--- config.mk ---
export PLATFORM = sky130hd
export DESIGN_NAME = prog_sequencer
export DESIGN_NICKNAME = d
export VERILOG_FILES = /design/src/rtl/seq_pkg.sv /design/src/rtl/sat_counter.sv /design/src/rtl/prog_sequencer.sv
export SDC_FILE = /design/constraint.sdc
export NUM_CORES = 1
export LEC_CHECK = 0
export CAP_MARGIN = 5
export CORE_AREA = 2 2 70 72
export DETAILED_ROUTE_END_ITERATION = 10
export DIE_AREA = 0 0 72 74
export PLACE_DENSITY_LB_ADDON = 0.1
export SLEW_MARGIN = 20
export SYNTH_ARGS = -nofsm -noshare
export SYNTH_HDL_FRONTEND = slang
export SYNTH_SLANG_ARGS = --single-unit
--- constraint.sdc ---
create_clock -name clk -period 2.5 [get_ports clk]
set_clock_uncertainty 0.2 [all_clocks]
set_input_delay 0.5 -clock clk [delete_from_list [all_inputs] [get_ports clk]]
set_output_delay 0.5 -clock clk [all_outputs]
set_load 0.005 [all_outputs]
--- src/rtl/seq_pkg.sv ---
// Shared types and helpers for the program sequencer.
// Latency: n/a (declarations only).
// Backpressure: n/a.
package seq_pkg;

    // Sequencer phases: waiting for a start, fetching, finished.
    typedef enum logic [1:0] {
        IDLE = 2'd0,
        RUN  = 2'd1,
        DONE = 2'd2
    } state_t;

    localparam int D_DEFAULT = 12;
    localparam int C_DEFAULT = 16;

    // The helper is computed at a fixed width. Callers zero-extend their PC
    // into it and truncate the result back to D bits. Because only the low
    // D bits are kept, relative branches wrap modulo 2^D and the sequential
    // increment wraps from all ones to zero.
    localparam int PC_FN_W = 32;

    // Absolute jumps win over relative jumps, which win over the plain
    // sequential increment.
    function automatic logic [PC_FN_W-1:0] next_pc(
        input logic [PC_FN_W-1:0] pc,
        input logic [PC_FN_W-1:0] target,
        input logic               absjump,
        input logic               reljump
    );
        if (absjump) begin
            return target;
        end else if (reljump) begin
            return pc + target;
        end else begin
            return pc + PC_FN_W'(1);
        end
    endfunction

endpackage

--- src/rtl/sat_counter.sv ---
// Saturating up-counter that sticks at all ones.
// Latency: count updates on the clk edge after en or clr is sampled.
// Backpressure: none; en simply gates the increment.
//
// Ports: clk, reset (sync, active-high), clr (sync clear), en (count enable),
//        count[C-1:0] (registered value).
module sat_counter #(
    parameter int C = 16
) (
    input  logic         clk,
    input  logic         reset,
    input  logic         clr,
    input  logic         en,
    output logic [C-1:0] count
);

    always_ff @(posedge clk) begin
        if (reset || clr) begin
            count <= '0;
        end else if (en && (count != '1)) begin
            count <= count + C'(1);
        end
    end

endmodule

--- src/rtl/prog_sequencer.sv ---
// Instruction-fetch sequencer: start/done handshake, stall, branches, halt, watchdog.
// Latency: run rises one cycle after req is seen in IDLE; done rises one cycle after halt.
// Backpressure: stall holds prog_ctr for the cycle; req held high keeps DONE latched.
//
// Ports: clk, reset (sync, active-high), req (start, level), stall (hold PC),
//        absjump/reljump/target (branch from decoder), prog_ctr (fetch address
//        to instruction ROM), run, done, timeout (watchdog finish), cycle_cnt
//        (RUN cycles elapsed, saturating).
module prog_sequencer
    import seq_pkg::*;
#(
    parameter int           D          = D_DEFAULT,
    parameter logic [D-1:0] RESET_VEC  = '0,
    parameter logic [D-1:0] HALT_ADDR  = '1,
    parameter int           C          = C_DEFAULT,
    parameter logic [C-1:0] MAX_CYCLES = '1
) (
    input  logic         clk,
    input  logic         reset,
    input  logic         req,
    input  logic         stall,
    input  logic         absjump,
    input  logic         reljump,
    input  logic [D-1:0] target,
    output logic [D-1:0] prog_ctr,
    output logic         run,
    output logic         done,
    output logic         timeout,
    output logic [C-1:0] cycle_cnt
);

    state_t       state;
    state_t       state_nxt;
    logic [D-1:0] pc_nxt;
    logic         timeout_nxt;
    logic         cnt_clr;
    logic         cnt_en;
    logic         wd_hit;
    logic         halt_hit;

    // A zero limit turns the watchdog off entirely.
    assign wd_hit   = (MAX_CYCLES != '0) && (cycle_cnt == MAX_CYCLES);
    // A stalled fetch at the halt address has not really been issued yet,
    // so the halt waits until the stall drops.
    assign halt_hit = (prog_ctr == HALT_ADDR) && !stall;

    assign run  = (state == RUN);
    assign done = (state == DONE);

    always_comb begin
        state_nxt   = state;
        pc_nxt      = prog_ctr;
        timeout_nxt = timeout;
        cnt_clr     = 1'b0;
        cnt_en      = 1'b0;
        case (state)
            IDLE: begin
                if (req) begin
                    state_nxt   = RUN;
                    pc_nxt      = RESET_VEC;
                    timeout_nxt = 1'b0;
                    cnt_clr     = 1'b1;
                end
            end
            RUN: begin
                // Every RUN cycle counts, including the one that finishes.
                cnt_en = 1'b1;
                if (wd_hit) begin
                    state_nxt   = DONE;
                    timeout_nxt = 1'b1;
                end else if (halt_hit) begin
                    state_nxt   = DONE;
                    timeout_nxt = 1'b0;
                end else if (!stall) begin
                    pc_nxt = D'(next_pc(PC_FN_W'(prog_ctr), PC_FN_W'(target),
                                        absjump, reljump));
                end
            end
            DONE: begin
                // No auto-restart: the host must drop req before a new start.
                if (!req) begin
                    state_nxt = IDLE;
                end
            end
            default: begin
                state_nxt = IDLE;
            end
        endcase
    end

    always_ff @(posedge clk) begin
        if (reset) begin
            state    <= IDLE;
            prog_ctr <= RESET_VEC;
            timeout  <= 1'b0;
        end else begin
            state    <= state_nxt;
            prog_ctr <= pc_nxt;
            timeout  <= timeout_nxt;
        end
    end

    sat_counter #(
        .C(C)
    ) u_cycle_cnt (
        .clk   (clk),
        .reset (reset),
        .clr   (cnt_clr),
        .en    (cnt_en),
        .count (cycle_cnt)
    );

endmodule

==> results of run 1 <==
==> worst max-delay path, delay by kind of cell <==
kind	cells	cell delay, ps
xor gates and xnor gates	1	130
buffers and inverters	2	630
adders and majority gates	1	200
and+or+nand+nor	1	150
AOI/OAI and AO/OA	5	820
==> cells by family after synthesis <==
kind of cell    synth area share
fa+ha+maj                 0.0867
mux                       0.0108
flops                      0.316
xor+xnor                  0.0893
compound gates             0.168
buf+inv                   0.0287
simple gates               0.300
==> power by group through the flow <==
| stage | Clock [mW] | Sequential [mW] | Combinational, mW |
|---|---|---|---|
| floorplan | 0 | 0.528 | 0.132 |
| global placement | 0 | 0.530 | 0.244 |
| detailed placement | 0 | 0.531 | 0.244 |
| CTS | 0.519 | 0.520 | 0.249 |
| global route | 0.544 | 0.522 | 0.278 |
| finish | 0.508 | 0.520 | 0.253 |
==> worst max-delay path by stage <==
stage                                     end       from  depth (start not counted)  slack [ps]
floorplan           prog_ctr[10]$_SDFFE_PP0P_    reljump                         10          20
detailed placement  prog_ctr[10]$_SDFFE_PP0P_    reljump                         11        -550
CTS                 prog_ctr[10]$_SDFFE_PP0P_    reljump                         12         0.2
global route         prog_ctr[8]$_SDFFE_PP0P_  target[4]                         10          -4
finish               prog_ctr[8]$_SDFFE_PP0P_  target[4]                         10          50
global placement    prog_ctr[10]$_SDFFE_PP0P_    reljump                         11        -510
==> stage by stage <==
stage	setup WS [ps]	TNS, ps
final	54.5	0
after floorplan	17.8	0
after global routing	-3.92	-3.92
after CTS	0.169	0
after detailed placement	-549	-3660
after global placement	-506	-3390
==> what timing repair did <==
item / in CTS / in global routing
setup endpoints to repair: 9 / 8
pin swaps: 7 / 10
setup buffers: 1 / 1
hold buffers: 0 / 0
resized for setup: 8 / 14
==> per-layer routing <==
metal	part of all wire	wire length (µm)
met5	0	0
met4	0.011	55
met3	0.032	161
met2	0.48	2410
met1	0.48	2430
==> synthesized netlist by cell type, types with 2 or more instances <==
library cell,count,share of area
o21a_1,2,0.0077
and3_1,2,0.0064
nand3_1,9,0.023
xor2_1,13,0.058
nand2b_1,4,0.013
inv_1,6,0.011
and2_1,11,0.035
a21o_1,2,0.0077
nor2b_1,3,0.0096
o31ai_1,2,0.0077
or3_1,4,0.013
a22oi_1,3,0.011
nand4_1,7,0.022
a211oi_1,2,0.0077
a22o_1,4,0.018
o21ai_0,9,0.023
nand2_1,25,0.048
nor2_1,32,0.061
ha_1,12,0.077
clkbuf_1,6,0.011
xnor2_1,7,0.031
nor3_1,10,0.026
a32oi_1,2,0.0089
a31oi_1,2,0.0064
a21oi_1,22,0.056
dfxtp_1,31,0.32
==> area by class of cell <==
cell class / count / area, µm² / share of cell area
clock buffer: 6 / 82.6 / 0.0282
clock inverter: 2 / 35.0 / 0.0120
multi-input combinational: 204 / 1380 / 0.472
timing repair buffer: 78 / 717 / 0.245
tap: 54 / 67.6 / 0.0231
inverter: 6 / 22.5 / 0.00770
sequential: 31 / 621 / 0.212
==> state kept, by name (all words and copies together), names as in the netlist <==
register,cells
u_cycle_cnt.count,16
timeout,1
state,2
prog_ctr,12
==> impl_metrics.json, run 1 <==
{
  "status": "finished clean",
  "place_inst": 371,
  "die_h_um": 74,
  "r2r_start": "prog_ctr[0]$_SDFFE_PP0P_",
  "n_antenna_cell": 0,
  "p_sw_mw": 0.319,
  "pwr-share-clk": 0.397,
  "cp_max_fo": 4,
  "utilization": 0.636,
  "routed_wl_um": 5050,
  "cts.sinks": 31,
  "place_area_um2": 2720,
  "top_usage_layer": "met2",
  "die_w_um": 72,
  "gp_congestion": 0.816,
  "syn-num-nets": 279,
  "numCtsBuffers": 5,
  "min-delay-start": "timeout$_SDFFE_PP0P_",
  "grt.met1_usage": 0.254,
  "p_comb_frac": 0.197,
  "grt_pass1_vias": 1861,
  "dp_hpwl_um": 3890,
  "grt_usage": 0.198,
  "num-fill-cells": 428,
  "clk_path_buf_depth": 2,
  "path_cells": "clkdlybuf4s50_1 > and2_4 > ha_4 > o21a_1 > o31a_1 > o31ai_4 > a21oi_2 > buf_4 > xnor2_2 > o31ai_1",
  "reg2reg_depth": 10,
  "period_share": 0.978,
  "p_int_mw": 0.963,
  "endpoint_kind": "register",
  "synth_seq_cells": 31,
  "cpMaxStageDelayCell": "clkdlybuf4s50_1",
  "seq_area_frac_synth": 0.316,
  "setup_viol": 0,
  "syn_area_um2": 1960,
  "yosys_warnings": 0,
  "grt_util_met3": 0.0461,
  "num_rows": 25,
  "critPathRequiredTime_ps": 2490,
  "power.density_nw_per_um2": 438,
  "vias": 1966,
  "drcViolationCount": 0,
  "wire_per_inst_um": 13.3,
  "critPathArrivalTime_ps": 2430,
  "clk_latency_ps": 280,
  "start_util": 0.427,
  "synthFlopType": "dfxtp_1",
  "synthArstFlopShare": 0,
  "hold_viol": 0,
  "synth_edf_count": 0,
  "final_area_um2": 2930,
  "p_seq_frac": 0.406,
  "p_sw_frac": 0.249,
  "r2r_slack_ps": 190,
  "power_mw": 1.28,
  "max_stage_delay_ps": 480,
  "first_iter_violations": 83,
  "relSlewSlack": 0.647,
  "cts_tree": "built",
  "design.die.area_um2": 5330,
  "first_pass_iters": 4,
  "r2r_end": "prog_ctr[8]$_SDFFE_PP0P_",
  "slew_viol_final": 0,
  "avgViaCountPerCell": 5.16,
  "synthCells": 248,
  "syn_avg_cell_area_um2": 7.91,
  "holdWs_ps": 258,
  "hold_end": "timeout$_SDFFE_PP0P_",
  "portBuffers": 48,
  "fin_crit_ps": 2450,
  "clockRootBuffer": "clkbuf_8",
  "final_cells": 381,
  "grt.overflow.total": 0,
  "cap_viol_max_count": 0,
  "layout-drive-gt1-share": 0.180,
  "p_leak_nw": 1.17,
  "io_pins": 49,
  "whs_path_depth": 2,
  "ir_drop_mv": 0.441,
  "core-area_um2": 4600,
  "clkSlewWorstSetupHoldPaths_ps": 70,
  "synth.distinct_cells": 42,
  "grt_max_degree": 21,
  "antenna_left": 0,
  "final_cell_mix": "clkdlybuf4s50_1, nor2_1, dfxtp_1, buf_4, nand2_1",
  "tightest_slew_ps": 526,
  "grt_pass1_wl_um": 8290,
  "final_common_cell": "clkdlybuf4s50_1",
  "start_kind": "primary input",
  "grt_util_met2": 0.332,
  "clock.fmax_ghz": 0.409,
  "final_nets": 357,
  "htree_levels": 2,
  "areaGrowthSynthToFinish_pct": 49.1,
  "antenna_found_initial": 0,
  "path_class": "primary input to register",
  "hold_class": "register to register"
}
No activity file was read; power rests on OpenSTA's default activity.
==> run 2, diff against run 1 <==
--- a/config.mk
+++ b/config.mk
@@ -9,7 +9,7 @@
 export CORE_AREA = 2 2 70 72
 export DETAILED_ROUTE_END_ITERATION = 10
 export DIE_AREA = 0 0 72 74
-export PLACE_DENSITY_LB_ADDON = 0.1
+export PLACE_DENSITY = 0.82
 export SLEW_MARGIN = 20
 export SYNTH_ARGS = -nofsm -noshare
 export SYNTH_HDL_FRONTEND = slang
==> run 2 against run 1 <==
Clock power rose by 2%. Combinational power increased by 4%. Register-to-register slack got worse by 110 ps. Final cell count rose by 0.52%. Sequential share of layout area decreased by 0.13 points. Largest cell class unchanged. Core utilization grew 0.38 points. Worst hold slack improved by 1.2 ps.
==> impl_metrics.json, run 2 (synthesis gave the netlist of run 1 again) <==
{
  "vias": 2182,
  "dp_hpwl_um": 4040,
  "hold_end": "timeout$_SDFFE_PP0P_",
  "hold_viol": 0,
  "relSlewSlack": 0.635,
  "portBuffers": 48,
  "final_cells": 383,
  "areaGrowthSynthToFinish_pct": 50.0,
  "place_inst": 371,
  "crit_top_cell": "a21oi_2",
  "wire_per_inst_um": 15.1,
  "ir_drop_mv": 0.359,
  "cts_tree": "built",
  "grt_pass1_wl_um": 9050,
  "utilization": 0.640,
  "layout-drive-gt1-share": 0.195,
  "die_h_um": 74,
  "path_class": "primary input to register",
  "ff_latch_area_um2": 621,
  "clockRootBuffer": "clkbuf_8",
  "whs_path_depth": 2,
  "place_area_um2": 2710,
  "power_mw": 1.30,
  "die_w_um": 72,
  "setup_tns_ps": 0,
  "setup_viol": 0,
  "final_common_cell": "clkdlybuf4s50_1",
  "power.density_nw_per_um2": 443,
  "cap_viol_max_count": 0,
  "multi_input_area_um2": 1400,
  "slew_viol_final": 0,
  "worst_slack_ps": 26.5,
  "n_antenna_cell": 0,
  "io_pins": 49,
  "period_share": 0.989,
  "min-delay-start": "timeout$_SDFFE_PP0P_",
  "antenna_left": 0,
  "status": "finished clean",
  "drcViolationCount": 0,
  "place_ws_ps": -666,
  "critPathTopFamily": "compound AO/OA/AOI/OAI gates",
  "final_nets": 359,
  "critPathArrivalTime_ps": 2460,
  "p_leak_nw": 1.18,
  "gp_congestion": 0.870,
  "final_area_um2": 2940,
  "largestRegisters": "u_cycle_cnt.count x16, prog_ctr x12, state x2",
  "r2r_start": "prog_ctr[0]$_SDFFE_PP0P_",
  "design.die.area_um2": 5330,
  "first_iter_violations": 99,
  "r2r_end": "prog_ctr[10]$_SDFFE_PP0P_",
  "cp_max_fo": 7,
  "htree_levels": 2,
  "numCtsBuffers": 5,
  "largest_register_ffs": 16,
  "path_cells": "buf_2 > nand2b_4 > ha_4 > inv_2 > fa_2 > nor2b_4 > o31a_1 > o31ai_4 > a21oi_2 > a21oi_2 > nor3_2 > a22o_1",
  "hold_class": "register to register",
  "holdWs_ps": 259,
  "grt_max_degree": 24,
  "start_kind": "primary input",
  "cts.sinks": 31,
  "start_util": 0.427,
  "clock.fmax_ghz": 0.404,
  "antenna_found_initial": 0,
  "fin_crit_ps": 2470,
  "reg2reg_depth": 9,
  "core-area_um2": 4600,
  "avgViaCountPerCell": 5.70,
  "grt.overflow.total": 0,
  "final_cell_mix": "clkdlybuf4s50_1, nor2_1, buf_4, dfxtp_1, nand2_1",
  "num-fill-cells": 393,
  "endpoint_kind": "register",
  "clk_latency_ps": 290,
  "cpMaxStageDelayCell": "o31a_1",
  "grt_usage": 0.215,
  "num_rows": 25,
  "r2r_slack_ps": 80,
  "path_buf_inv": 2,
  "routed_wl_um": 5800,
  "clkSlewWorstSetupHoldPaths_ps": 60,
  "grt_pass1_vias": 2053,
  "critPathRequiredTime_ps": 2480,
  "tightest_slew_ps": 543,
  "first_pass_iters": 4,
  "clk_path_buf_depth": 2,
  "max_stage_delay_ps": 290,
  "largest-register": "u_cycle_cnt.count"
}
run 2: cell count changes in the layout (fill, tap and decap cells not counted), sizes merged:
cell and change:
dlymetal6s2s +1, clkdlybuf4s15 -1, buf +3, clkdlybuf4s50 -1
run 2: worst register-to-register path, cell delays in order (launching register included):
cell	delay, ps
dfxtp_1	430
ha_4	170
inv_2	40
fa_2	400
nor2b_4	130
o31a_1	220
o31ai_4	100
a21oi_2	250
nand4bb_1	150
a22o_1	220
run 2: cell type report:
class                   instances  share of cell area
multi-input cells             204               0.475
repair buffers                 80               0.244
flip-flops and latches         31               0.211
clock buffers                   6              0.0281
well taps                      54              0.0230
clock inverters                 2              0.0119
inverters                       6             0.00765
run 2: metal layers:
| layer | up-vias | wire (µm) | track usage |
|---|---|---|---|
| li1 | 1043 | - | - |
| met1 | 1033 | 2320 | 0.243 |
| met2 | 84 | 2930 | 0.386 |
| met3 | 22 | 416 | 0.0650 |
| met4 | 0 | 138 | 0.0797 |
| met5 | - | 0 | 0 |
run 2: worst max path at each step:
| stage | from | to | cells past startpoint |
|---|---|---|---|
| finish | reljump | prog_ctr[10]$_SDFFE_PP0P_ | 12 |
| CTS | target[4] | prog_ctr[11]$_SDFFE_PP0P_ | 10 |
| detailed placement | reljump | prog_ctr[10]$_SDFFE_PP0P_ | 12 |
| global placement | reljump | prog_ctr[10]$_SDFFE_PP0P_ | 12 |
| floorplan | reljump | prog_ctr[10]$_SDFFE_PP0P_ | 10 |
| global route | reljump | prog_ctr[10]$_SDFFE_PP0P_ | 12 |
run 2: power by group:
| group | total (mW) | internal (mW) | switching (mW) |
|---|---|---|---|
| clock network | 0.517 | 0.322 | 0.195 |
| registers | 0.521 | 0.505 | 0.0156 |
| logic | 0.264 | 0.137 | 0.127 |
| total | 1.30 | 0.965 | 0.338 |
run 2: repair_timing:
action                                  in CTS  in global routing
gates resized for setup                     12                 18
endpoints found under the setup margin       9                  8
pin swaps                                    7                 10
buffers inserted                             4                  0
hold buffers                                 0                  0
hold endpoints to repair                     0                  0
==> run 3, diff against run 2 <==
--- a/config.mk
+++ b/config.mk
@@ -5,11 +5,12 @@
 export SDC_FILE = /design/constraint.sdc
 export NUM_CORES = 1
 export LEC_CHECK = 0
+export ABC_AREA = 1
 export CAP_MARGIN = 5
-export CORE_AREA = 2 2 70 72
+export CORE_AREA = 2 2 74 76
 export DETAILED_ROUTE_END_ITERATION = 10
-export DIE_AREA = 0 0 72 74
-export PLACE_DENSITY = 0.82
+export DIE_AREA = 0 0 76 78
+export PLACE_DENSITY = 0.84
 export SLEW_MARGIN = 20
 export SYNTH_ARGS = -nofsm -noshare
 export SYNTH_HDL_FRONTEND = slang
==> run 3 against run 2 <==
Maximum frequency increased by 7.0%. Critical endpoint is now run. Combinational power increased by 26%. Worst hold slack improved by 3.9 ps. Sequential share of layout area decreased by 1.7 points. First-iteration DRC count increased by 140%. Critical path type is now register to output pin. Final area increased by 8.9%. Sequential power increased by 2%. Final cell count increased by 40%.
==> impl_metrics.json, run 3 <==
{
  "fin_crit_ps": 2310,
  "numCtsBuffers": 5,
  "wire_per_inst_um": 12.6,
  "grt_pass1_wl_um": 10900,
  "first_pass_iters": 7,
  "hold_end": "timeout$_SDFFE_PP0P_",
  "setup_tns_ps": 0,
  "synth_fa_ha_area_frac": 0.0720,
  "synth_top_family_by_area": "simple AND/OR/NAND/NOR gates",
  "utilization": 0.635,
  "grt_usage": 0.225,
  "largestRegisters": "u_cycle_cnt.count x16, prog_ctr x12, state x2",
  "relSlewSlack": 0.739,
  "avgViaCountPerCell": 5.05,
  "start_util": 0.468,
  "yosys_warnings": 0,
  "top_layer": "met4",
  "power.density_nw_per_um2": 435,
  "layout-drive-gt1-share": 0.114,
  "wl_met1_um": 3060,
  "cpMaxStageDelayCell": "clkdlybuf4s50_1",
  "synth.largest_area_cell": "dfxtp_1",
  "io_pins": 49,
  "die_w_um": 76,
  "htree_levels": 2,
  "clk_path_buf_depth": 2,
  "portBuffers": 48,
  "ys_top_cells_by_area": "dfxtp_1, nand2_1, inv_1",
  "status": "finished clean",
  "synthFlopType": "dfxtp_1",
  "slew_viol_final": 0,
  "largest_register_ffs": 16,
  "r2r_end": "prog_ctr[4]$_SDFFE_PP0P_",
  "synth_most_common_cell": "nand2_1",
  "drcViolationCount": 0,
  "reg2reg_depth": 11,
  "path_class": "register to output pin",
  "final_cell_mix": "nand2_1, inv_1, nor2_1, clkdlybuf4s50_1, dfxtp_1",
  "holdWs_ps": 263,
  "hold_class": "register to register",
  "cts_tree": "built",
  "tightest_slew_ps": 391,
  "syn_avg_cell_area_um2": 5.94,
  "n_antenna_cell": 0,
  "antenna_left": 0,
  "ir_drop_mv": 0.212,
  "max_stage_delay_ps": 530,
  "yosys.area_share.simple": 0.436,
  "final_common_cell": "nand2_1",
  "crit_top_cell": "inv_1",
  "rsz0062_at_grt": "false",
  "setup_viol": 0,
  "period_share": 0.925,
  "clk_latency_ps": 290,
  "grt.overflow.total": 0,
  "routed_wl_um": 6760,
  "die_h_um": 78,
  "num_rows": 26,
  "critPathRequiredTime_ps": 1800,
  "antenna_found_initial": 0,
  "endpoint_kind": "output pin",
  "r2r_slack_ps": 410,
  "synth.distinct_cells": 28,
  "synth_top_area_frac": 0.263,
  "clock.fmax_ghz": 0.432,
  "postCtsSetupRepairBufs": 0,
  "synthTopCellsByCount": "nand2_1, inv_1, nor2_1, dfxtp_1, a21oi_1",
  "critPathArrivalTime_ps": 1610,
  "design.die.area_um2": 5930,
  "cap_viol_max_count": 0,
  "min-delay-start": "timeout$_SDFFE_PP0P_",
  "first_iter_violations": 240,
  "vias": 2701,
  "grt_max_degree": 14,
  "seq_area_frac_synth": 0.263,
  "synth_edf_count": 0,
  "power_mw": 1.39,
  "synthArstFlopShare": 0,
  "path_cells": "inv_1 > nand2_1 > inv_1 > clkdlybuf4s50_1",
  "wl_met2_um": 3080,
  "clockRootBuffer": "clkbuf_8",
  "p_leak_nw": 1.45,
  "cp-startpoint": "state[1]$_SDFFE_PP0P_",
  "synth_seq_cells": 31,
  "areaGrowthSynthToFinish_pct": 35.6,
  "gp_congestion": 0.953,
  "hold_viol": 0,
  "met3_length_um": 476,
  "cp_max_fo": 6,
  "start_kind": "register",
  "synth_compound_area_frac": 0.0900,
  "dp_hpwl_um": 4950,
  "cts.sinks": 31,
  "synthXorXnorAreaFrac": 0.0297,
  "final_nets": 495,
  "syn-num-nets": 429,
  "clkSlewWorstSetupHoldPaths_ps": 70,
  "grt_pass1_vias": 2458,
  "largest-register": "u_cycle_cnt.count",
  "r2r_start": "prog_ctr[0]$_SDFFE_PP0P_",
  "muxShareOfSynthArea": 0,
  "core-area_um2": 5040,
  "place_ws_ps": -395,
  "synthCells": 398,
  "syn_area_um2": 2360,
  "whs_path_depth": 2,
  "worst_slack_ps": 187
}
==> run 3: changes by cell type after synthesis, sizes merged, moves of 5 or more <==
| cell | before | now |
|---|---|---|
| nand2 | 25 | 136 |
| inv | 6 | 58 |
| nor2 | 32 | 56 |
| nand3 | 9 | 27 |
| and2 | 11 | 0 |
| a21oi | 22 | 30 |
| xor2 | 13 | 5 |
| nor3 | 11 | 5 |
| nand2b | 5 | 0 |
| nand3b | 0 | 5 |
| or3 | 5 | 0 |
==> run 3: where the power goes <==
| part | internal, mW | switching, mW |
|---|---|---|
| logic | 0.151 | 0.181 |
| registers | 0.511 | 0.0226 |
| clock network | 0.323 | 0.205 |
| total | 0.985 | 0.409 |
==> run 3: kinds of logic (layout without fill, tap and decap cells) <==
family | count (synthesis) | after routing
and+or+nand+nor | 240 | 240
buffers and inverters | 65 | 132
AOI/OAI and AO/OA | 41 | 41
DFF | 31 | 31
adders and majority gates | 13 | 13
xor gates and xnor gates | 8 | 8
==> run 3: repair_timing <==
action	in CTS	in global routing
pin swaps	1	3
resized for setup	4	12
endpoints found under the hold margin	0	0
hold buffers	0	0
setup endpoints to repair	3	9
cloned	0	1
==> run 3: worst max-delay path: cells and delay by family, from the launching register on <==
family	cells	cell delay (ps)
buffers and inverters	3	820
flip-flops	1	310
AND/OR/NAND/NOR	1	200
==> run 3: how the worst max path moves through the flow <==
stage                                     endpoint  slack, ps  depth (start not counted)
after global routing      prog_ctr[8]$_SDFFE_PP0P_        100                         11
final                                          run        190                          4
after CTS                 prog_ctr[4]$_SDFFE_PP0P_         20                         14
after floorplan           prog_ctr[4]$_SDFFE_PP0P_        130                         13
after global placement    prog_ctr[4]$_SDFFE_PP0P_       -320                         14
after detailed placement  prog_ctr[4]$_SDFFE_PP0P_       -400                         14
==> run 3: through the flow <==
stage / cells / cell area, µm²
6_report: 535 / 3200
3_3_place_gp: 526 / 3010
4_1_cts: 534 / 3140
5_1_grt: 535 / 3200
3_5_place_dp: 526 / 3010
2_1_floorplan: 398 / 2360
==> run 3: routing by layer <==
metal,track usage,vias up
met5,0,-
met4,0.0873,0
met3,0.0477,15
met2,0.378,104
met1,0.284,1208
li1,-,1374
==> run 3: final cells by class <==
| class | count | area [µm²] |
|---|---|---|
| fillers | 467 | 1840 |
| repair buffers | 65 | 614 |
| inverters | 59 | 221 |
| clock inverters | 2 | 35.0 |
| well taps | 70 | 87.6 |
| flip-flops and latches | 31 | 621 |
| clock buffers | 6 | 82.6 |
| multi-input cells | 302 | 1540 |
